$ cat src/rtl/bsg_mem_1r1w_arb.sv
// Arbiter/sequencer for a 1R1W async-read RAM without same-address R/W support.
// Clears the RAM after reset, round-robins two writers, and bypasses colliding reads.
module bsg_mem_1r1w_arb #(
    parameter int width_p = 32,
    parameter int els_p = 16,
    localparam int addr_width_lp = (els_p > 1) ? $clog2(els_p) : 1
) (
    input  logic                     clk_i,
    input  logic                     reset_n_i,

    input  logic                     w0_v_i,
    input  logic [addr_width_lp-1:0] w0_addr_i,
    input  logic [width_p-1:0]       w0_data_i,
    output logic                     w0_yumi_o,

    input  logic                     w1_v_i,
    input  logic [addr_width_lp-1:0] w1_addr_i,
    input  logic [width_p-1:0]       w1_data_i,
    output logic                     w1_yumi_o,

    input  logic                     r_v_i,
    input  logic [addr_width_lp-1:0] r_addr_i,
    output logic                     r_ready_o,
    output logic                     r_v_o,
    output logic [width_p-1:0]       r_data_o,

    output logic                     mem_w_v_o,
    output logic [addr_width_lp-1:0] mem_w_addr_o,
    output logic [width_p-1:0]       mem_w_data_o,
    output logic                     mem_r_v_o,
    output logic [addr_width_lp-1:0] mem_r_addr_o,
    input  logic [width_p-1:0]       mem_r_data_i,

    output logic                     init_done_o,
    output logic                     err_o
);

    typedef enum logic {INIT, RUN} state_e;

    localparam logic [addr_width_lp:0]   els_lp       = (addr_width_lp + 1)'(els_p);
    localparam logic [addr_width_lp-1:0] last_addr_lp = addr_width_lp'(els_p - 1);

    state_e                     state_q, state_d;
    logic [addr_width_lp-1:0]   clr_q, clr_d;
    logic                       last_q, last_d;
    logic                       r_v_q, r_v_d;
    logic [width_p-1:0]         r_data_q, r_data_d;
    logic                       err_q, err_d;

    logic                       run;
    logic                       w0_gnt, w1_gnt, w_gnt;
    logic [addr_width_lp-1:0]   gnt_addr;
    logic [width_p-1:0]         gnt_data;
    logic                       w_in_range, r_in_range;
    logic                       r_acc, hazard;

    // Round-robin: on contention the requester that was not granted last wins.
    assign run        = (state_q == RUN);
    assign w0_gnt     = run & w0_v_i & (~w1_v_i | last_q);
    assign w1_gnt     = run & w1_v_i & (~w0_v_i | ~last_q);
    assign w_gnt      = w0_gnt | w1_gnt;
    assign gnt_addr   = w1_gnt ? w1_addr_i : w0_addr_i;
    assign gnt_data   = w1_gnt ? w1_data_i : w0_data_i;
    assign w_in_range = ({1'b0, gnt_addr} < els_lp);

    assign r_acc      = run & r_v_i;
    assign r_in_range = ({1'b0, r_addr_i} < els_lp);
    // An out-of-range write never reaches the RAM, so it must not be bypassed.
    assign hazard     = r_acc & w_gnt & w_in_range & (r_addr_i == gnt_addr);

    assign w0_yumi_o    = w0_gnt;
    assign w1_yumi_o    = w1_gnt;
    assign mem_w_v_o    = reset_n_i & (run ? (w_gnt & w_in_range) : 1'b1);
    assign mem_w_addr_o = run ? gnt_addr : clr_q;
    assign mem_w_data_o = run ? gnt_data : '0;
    assign mem_r_v_o    = r_acc & r_in_range & ~hazard;
    assign mem_r_addr_o = r_acc ? r_addr_i : '0;

    assign r_ready_o   = run;
    assign init_done_o = run;
    assign r_v_o       = r_v_q;
    assign r_data_o    = r_data_q;
    assign err_o       = err_q;

    always_comb begin
        state_d  = state_q;
        clr_d    = clr_q;
        last_d   = last_q;
        r_v_d    = r_acc;
        r_data_d = r_data_q;
        err_d    = err_q;

        case (state_q)
            INIT: begin
                clr_d = clr_q + 1'b1;
                if (clr_q == last_addr_lp) begin
                    clr_d   = '0;
                    state_d = RUN;
                end
            end
            RUN: begin
                if (w1_gnt) begin
                    last_d = 1'b1;
                end else if (w0_gnt) begin
                    last_d = 1'b0;
                end
                if (r_acc) begin
                    if (hazard) begin
                        r_data_d = gnt_data;
                    end else if (r_in_range) begin
                        r_data_d = mem_r_data_i;
                    end else begin
                        r_data_d = '0;
                    end
                end
                if ((w_gnt & ~w_in_range) | (r_acc & ~r_in_range)) begin
                    err_d = 1'b1;
                end
            end
            default: state_d = INIT;
        endcase
    end

    always_ff @(posedge clk_i or negedge reset_n_i) begin
        if (!reset_n_i) begin
            state_q  <= INIT;
            clr_q    <= '0;
            last_q   <= 1'b1;
            r_v_q    <= 1'b0;
            r_data_q <= '0;
            err_q    <= 1'b0;
        end else begin
            state_q  <= state_d;
            clr_q    <= clr_d;
            last_q   <= last_d;
            r_v_q    <= r_v_d;
            r_data_q <= r_data_d;
            err_q    <= err_d;
        end
    end

endmodule

$ cat config.mk
export PLATFORM = sky130hd
export DESIGN_NAME = bsg_mem_1r1w_arb
export DESIGN_NICKNAME = d
export VERILOG_FILES = /design/src/rtl/bsg_mem_1r1w_arb.sv
export SDC_FILE = /design/constraint.sdc
export NUM_CORES = 1
export LEC_CHECK = 0
export CAP_MARGIN = 10
export CORE_MARGIN = 2
export CORE_UTILIZATION = 40
export DETAILED_ROUTE_END_ITERATION = 7
export DONT_BUFFER_PORTS = 1
export PLACE_DENSITY = 0.65
export SLEW_MARGIN = 40
export SYNTH_ARGS = -nofsm -noshare
export SYNTH_HDL_FRONTEND = slang
export SYNTH_SLANG_ARGS = --single-unit
$ cat constraint.sdc
create_clock -name clk_i -period 2.3 [get_ports clk_i]
set_input_delay 0.46 -clock clk_i [delete_from_list [all_inputs] [get_ports clk_i]]
set_output_delay 0.46 -clock clk_i [all_outputs]
set_load 0.01 [all_outputs]
# ---- Word level (Yosys, flattened, before mapping)
# Index checks and enable logic that the tools add are counted.
dict set report word_totals {
  out_inout_bits 80
  ff_bits 39
  word_cells 39
}
dict set report op_classes {
  bitwise 16
  reduce_logical 3
  add_sub_neg 1
  muxes 12
  n_eq_ne 2
}
# operator n
set ops {}
lappend ops {{$mux W32} 3}
lappend ops {{$mux W4} 4}
lappend ops {{$and A1 B1 Y1} 9}
lappend ops {{$mux W1} 5}
lappend ops {{$add A4 B1 Y4 const B} 1}
lappend ops {{$eq A4 B4 Y1} 1}
lappend ops {{$eq A4 B4 Y1 const B} 1}
lappend ops {{$not A1 Y1} 4}
lappend ops {{$reduce_and A2 Y1} 2}
lappend ops {{$or A1 B1 Y1} 3}
lappend ops {{$reduce_bool A2 Y1} 1}

# ---- Logic depth before layout (Yosys ltp)
# Gate-level depths: netlist of the first run.
dict set report logic_depth {
  depth_word 8
  depth_mapped 9
}

# ---- Worst setup path before layout of the first run
# Ideal clock, no wire load.
dict set report synth_timing {
  path_type {input -> output}
  startpoint {input port w1_addr_i[3]}
  endpoint {output port mem_r_v_o}
  setup_slack_ns -0.083
  path_stages 6
  t_required_ns 1.840
  arrival_time_ns 1.923
  cell_sequence {or2_0 > a2111oi_0 > nor2_1 > o31ai_2 > buf_2 > inv_2}
}
dict set report synth_via {
  elab_chain_cells 5
}
# item line
set synth_lines {}
lappend synth_lines {{start: declaration} 17} ;# input logic [addr_width_lp-1:0] w1_addr_i,
lappend synth_lines {{$mux W4} 62} ;# assign gnt_addr = w1_gnt ? w1_addr_i : w0_addr_i;
lappend synth_lines {{$eq A4 B4 Y1} 69} ;# assign hazard = r_acc & w_gnt & w_in_range & (r_addr_i == gnt_addr);
lappend synth_lines {{$and A1 B1 Y1} 69}
lappend synth_lines {{$not A1 Y1} 76} ;# assign mem_r_v_o = r_acc & r_in_range & ~hazard;
lappend synth_lines {{$and A1 B1 Y1} 76}
lappend synth_lines {{end: declaration} 30} ;# output logic mem_r_v_o,
# No other way between the ends.

# ---- Final worst setup path of the first run
dict set report layout_timing {
  startpoint {register last_q}
  endpoint {output port mem_w_data_o[14]}
}
dict set report layout_via {
  elab_chain_cells 5
}
# item line
set layout_lines {}
lappend layout_lines {{start: declaration} 45} ;# logic last_q, last_d;
lappend layout_lines {{start signal: assignment} 135} ;# last_q <= last_d;
lappend layout_lines {{$not A1 Y1} 60} ;# assign w1_gnt = run & w1_v_i & (~w0_v_i | ~last_q);
lappend layout_lines {{$or A1 B1 Y1} 60}
lappend layout_lines {{$and A1 B1 Y1} 60}
lappend layout_lines {{$mux W32} 63} ;# assign gnt_data = w1_gnt ? w1_data_i : w0_data_i;
lappend layout_lines {{$mux W32} 75} ;# assign mem_w_data_o = run ? gnt_data : '0;
lappend layout_lines {{end: declaration} 29} ;# output logic [width_p-1:0] mem_w_data_o,
# No other way between the ends.

==> results.toml, run 1 <==
[yosys]
synth-seq-cells = 39
synth-edff-count = 0
synthArstFlopShare = 1.00
synth_flop_cell = "dfrtp_1"
ys_warn_count = 0
seq_area_frac_synth = 0.370
yosysTopAreaCellShare = 0.360
syn_inst = 288
syn_area_per_cell_um2 = 9.18
ys_top_cells_by_area = "dfrtp_1 (36%), o221ai_2 (17%), mux2i_1 (13%)"
synth_nets = 402
ys_types = 37
syn_area_um2 = 2640
yosys.area.top_type = "dfrtp_1"

[timing]
period_share = 1.02
final-setup-viol-count = 26
finClkSkew_ns = 0.00462
fin_ws_ns = -0.0363
timing.fmax_mhz = 428
hold_viol_final = 0
min_period_ns = 2.34
rsz0062_at_grt = "true"
slew_violations = 0

[cts]
cts_tree = "yes"
cts.reportedPaths.clkPinSlew_ns = 0.08
clkLatencyLatePin_ns = 0.29
cts_root_buffer = "clkbuf_8"
cts_buffer_depth = 2
htree_levels = 2
numCtsBuffers = 5
clock_sinks = 39

[route]
vias = 2619
wl_um = 9250
drcViolationCount = 0
wire_per_inst_um = 20.1
viasPerCell = 5.69
ant_nets = 0
dr.first_iter.drc_count = 65
drtPass1Iterations = 4

[floorplanning]
io_pins = 193
start_util = 0.414
placement_rows = 29
die_h_um = 85.3
coreArea_um2 = 6390
die_area_um2 = 7280
fp.dieW_um = 85.3

[run]
drv_cap = 0

[place]
gp_congestion = 0.893
dp_cells = 410
hpwlAfterDp_um = 5800
port_buffers = 0

[global_routing]
antenna_found_initial = 0
grt_usage = 0.247
grt_pass1_wl_um = 14000
grt_max_degree = 39
grt_pass1_vias = 2717
gr-total-overflow = 0

[hold_path]
hold_path_class = "in -> async"

[worst_setup_path]
crit_chain = "nand2_2 > buf_6 > nand2_8 > buf_12 > buf_12 > mux2i_2 > nor2_1 > buf_4"
cp_slowest_cell = "dfstp_2"
crit_cells = 8
required_ns = 1.84
critPathKind = "reg -> out"
cp_num_buf_inv = 4
start_kind = "flop"
critPathTopFamily = "flip-flops"
max_stage_delay_ns = 0.57
cp.arrival_ns = 1.88
end_kind = "primary output"
rr_worst_depth = 6
crit_fanout = 5
cpMostUsedCell = "buf_12"

[power]
p_leak_nw = 1.86
irDropWorstVdd_mv = 0.348
cellPowerDensity_nw_per_um2 = 506

[layout]
finalNonFillerCells = 460
finalNetCount = 498
syn_to_final_growth_pct = 55.8
final_core_util = 0.645
layout-drive-gt1-share = 0.501
diodes = 0

[status]
status = "finished, violations left"
violations = "setup timing"
## worst paths after layout
check                                      start               end  slack (ns)
worst max-delay path                      last_q  mem_w_data_o[14]       -0.04
worst min-delay path                   reset_n_i          clr_q[1]      0.0009
worst min register to register          clr_q[2]          clr_q[2]        0.51
worst max register to register            last_q      r_data_o[29]           0
max in group asynchronous              reset_n_i            last_q        1.71
min in group clk_i              mem_r_data_i[15]      r_data_o[15]        0.35
## sequential cells by signal, indices dropped and copies added (netlist names)
register	cells
last_q	1
clr_q	4
r_v_o	1
r_data_o	32
init_done_o	1
## metal layers
layer / track usage / routed length, µm
met5: 0 / 0
met1: 0.274 / 3340
met3: 0.0671 / 729
met4: 0.0620 / 192
met2: 0.464 / 4990
## logic make-up after synthesis
logic type / synth area share
fa+ha+maj: 0.00473
other cells: 0.00142
simple gates: 0.152
mux: 0.137
xor+xnor: 0.00994
buf+inv: 0.101
compound gates: 0.224
flops: 0.370
## cells in the mapped netlist, drive strengths merged (2+ instances only)
cell / number
and3: 3
xor2: 2
nand3: 2
nor2: 39
a21oi: 4
o221ai: 32
buf: 13
or2: 4
o31ai: 2
a2111oi: 2
nand2: 47
mux2i: 35
and2: 2
o21ai: 5
clkbuf: 8
inv: 37
dfrtp: 38
## stage by stage
step	area, µm²	setup TNS [ns]	power (mW)	hold slack [ns]	setup slack, ns
after global placement	3150	-2.21	1.35	0.166	-0.0797
after detailed placement	3150	-2.28	1.36	0.166	-0.0977
after global routing	4120	-4.67	2.19	0.00357	-0.122
after CTS	3920	-0.225	2.04	0.00945	-0.0302
final	4120	-0.391	2.09	0.000949	-0.0363
after floorplan	2650	-0.00275	1.15	0.164	-0.00275
## timing repair
item	in CTS	in global routing
setup buffers	27	11
endpoints found under the setup margin	35	68
hold endpoints to repair	38	0
resized for setup	67	19
hold buffers	2	0
cloned	4	0
pin swaps	4	7
## placed cells by master, fill, tap and decap left out, drive strengths merged
| master | instances |
|---|---|
| nand3 | 2 |
| and2 | 2 |
| clkbuf | 6 |
| a221oi | 1 |
| o221ai | 32 |
| clkinv | 1 |
| inv | 37 |
| dfstp | 1 |
| a222oi | 1 |
| mux2i | 35 |
| o21ai | 5 |
| or2 | 4 |
| ha | 1 |
| xnor2 | 1 |
| xor2 | 2 |
| and3 | 3 |
| dfrtp | 38 |
| nand2 | 47 |
| or4 | 1 |
| a21oi | 4 |
| a31o | 1 |
| nor2 | 39 |
| a2111oi | 2 |
| dlygate4sd3 | 1 |
| conb | 1 |
| a31oi | 1 |
| o31ai | 2 |
| mux2 | 1 |
| nor2b | 1 |
| a21boi | 1 |
| buf | 109 |
## report_power, final
group | leakage, nW | total (mW) | switching [mW] | internal (mW)
registers | 0.477 | 0.835 | 0.0833 | 0.751
clock network | 0.0371 | 0.441 | 0.238 | 0.203
logic | 1.35 | 0.810 | 0.345 | 0.465
total | 1.86 | 2.09 | 0.666 | 1.42
## final cells by class
type                            instances  area (µm²)
Timing Repair Buffer                  110        1010
Inverter                               38         143
Sequential cell                        39         978
Tap cell                               77        96.3
Fill cell                             518        2270
Clock buffer                            6        72.6
Multi-Input combinational cell        190        1820
Note: power is estimated with default switching activity, not from simulation.
==> run 2: changes to the inputs <==
- SKIP_CTS_REPAIR_TIMING: default -> 1
==> results.toml, run 2 (same netlist as run 1, synthesis figures left out) <==
[status]
status = "finished, violations left"
violations = "hold timing, setup timing"

[worst_setup_path]
r2r_start = "last_q"
rr_worst_depth = 7
crit_chain = "nand2_4 > buf_6 > nand2_8 > buf_12 > buf_16 > buf_12 > mux2i_4 > nor2_1 > buf_4"
end_kind = "primary output"
cpMostUsedCell = "buf_12"
crit_fanout = 4
critPathTopFamily = "buffers and inverters"
max_stage_delay_ns = 0.58
cp_slowest_cell = "dfstp_2"
regToRegSetupSlack_ns = -0.02
required_ns = 1.84
cp.arrival_ns = 1.96
r2r_end = "r_data_o[29]"
cp_num_buf_inv = 5
critPathKind = "reg -> out"
start_kind = "flop"

[route]
viasPerCell = 5.65
wl_um = 8970
wire_per_inst_um = 19.9
drcViolationCount = 0
vias = 2549
dr.first_iter.drc_count = 100
ant_nets = 0
drtPass1Iterations = 4

[power]
p_clk_frac = 0.211
cellPowerDensity_nw_per_um2 = 506
total_power_mw = 2.08
power.share.switching = 0.319
intPower_mw = 1.42
p_leak_nw = 1.85
irDropWorstVdd_mv = 0.351
combinationalPowerShare = 0.388
switchingPower_uw = 664
power_frac_seq = 0.401

[layout]
largest_reg_flops = 32
final_core_util = 0.644
final_area_um2 = 4110
finalNetCount = 489
final_common_cell = "buf_4"
layout_common_cells = "buf_4 (80), nand2_1 (45), nor2_1 (39)"
syn_to_final_growth_pct = 55.6
diodes = 0
layout-drive-gt1-share = 0.492

[timing]
slew_violations = 0
fin_ws_ns = -0.117
period_share = 1.05
timing.fmax_mhz = 414
hold_viol_final = 5
finClkSkew_ns = 0.00699
rsz0062_at_grt = "true"
fin_hold_ws_ns = -0.00513
min_period_ns = 2.42
final-setup-viol-count = 36
finalSetupTns_ns = -1.73

[cts]
clock_sinks = 39
numCtsBuffers = 5
cts_buffer_depth = 2
cts_tree = "yes"
cts_root_buffer = "clkbuf_8"
clkLatencyLatePin_ns = 0.29
htree_levels = 2
cts.reportedPaths.clkPinSlew_ns = 0.08

[global_routing]
grt_pass1_wl_um = 11600
antenna_found_initial = 0
gr-total-overflow = 0
grt_pass1_vias = 2384
grt_usage = 0.199
grt_max_degree = 41

[place]
dpl_cell_area_um2 = 3150
port_buffers = 0
gp_congestion = 0.893
hpwlAfterDp_um = 5800

[floorplanning]
placement_rows = 29
io_pins = 193
coreArea_um2 = 6390
fp.dieW_um = 85.3
die_h_um = 85.3
start_util = 0.414
die_area_um2 = 7280

[run]
drv_cap = 0

[hold_path]
hold_path_class = "in -> async"
-- run 2: cell types whose count changed in the layout (fill, tap and decap cells not counted), moves of 2 or more --
| cell | previous run | this run |
|---|---|---|
| a2111oi_2 | 0 | 2 |
| buf_6 | 7 | 5 |
| buf_12 | 6 | 11 |
| mux2i_2 | 6 | 4 |
| clkbuf_16 | 0 | 2 |
| buf_16 | 4 | 2 |
| buf_4 | 92 | 80 |
-- run 2: layout make-up --
| type | instances | area, µm² |
|---|---|---|
| fillers | 506 | 2270 |
| well taps | 77 | 96.3 |
| inverters | 38 | 143 |
| clock buffers | 6 | 72.6 |
| repair buffers | 101 | 997 |
| flip-flops and latches | 39 | 978 |
| multi-input cells | 190 | 1830 |
-- run 2: power by group through the flow --
stage / Sequential, mW / Clock, mW / Combinational [mW]
CTS: 0.834 / 0.452 / 0.516
global route: 0.842 / 0.483 / 0.859
global placement: 0.847 / 0 / 0.500
finish: 0.835 / 0.440 / 0.807
detailed placement: 0.845 / 0 / 0.517
floorplan: 0.827 / 0 / 0.320
-- run 2: worst reg2reg max path, stage by stage, from the launching register on --
cell and delay [ns]:
dfstp_2 0.58, buf_4 0.12, and2_4 0.15, o21ai_0 0.11, a31o_1 0.24, or4_2 0.64, buf_8 0.21, o221ai_1 0.18
-- run 2: worst max-delay path by stage --
stage,cells after the start,startpoint,endpoint
final,9,last_q,mem_w_data_o[31]
after global routing,7,last_q,mem_r_v_o
after CTS,6,last_q,mem_r_v_o
after detailed placement,6,w1_addr_i[3],r_data_o[29]
after global placement,6,w1_addr_i[3],r_data_o[13]
after floorplan,8,init_done_o,mem_r_v_o
-- run 2: routing by layer --
layer | routed length [µm] | track usage | vias to the layer above
li1 | - | - | 1168
met1 | 3380 | 0.223 | 1234
met2 | 4770 | 0.366 | 134
met3 | 693 | 0.0593 | 13
met4 | 130 | 0.0491 | 0
met5 | 0 | 0 | -
-- run 2: per-stage QoR --
| stage | setup WS (ns) | instances |
|---|---|---|
| floorplan | -0.00275 | 288 |
| global placement | -0.0797 | 410 |
| detailed placement | -0.0977 | 410 |
| CTS | -0.140 | 416 |
| global route | -0.196 | 451 |
| finish | -0.117 | 451 |
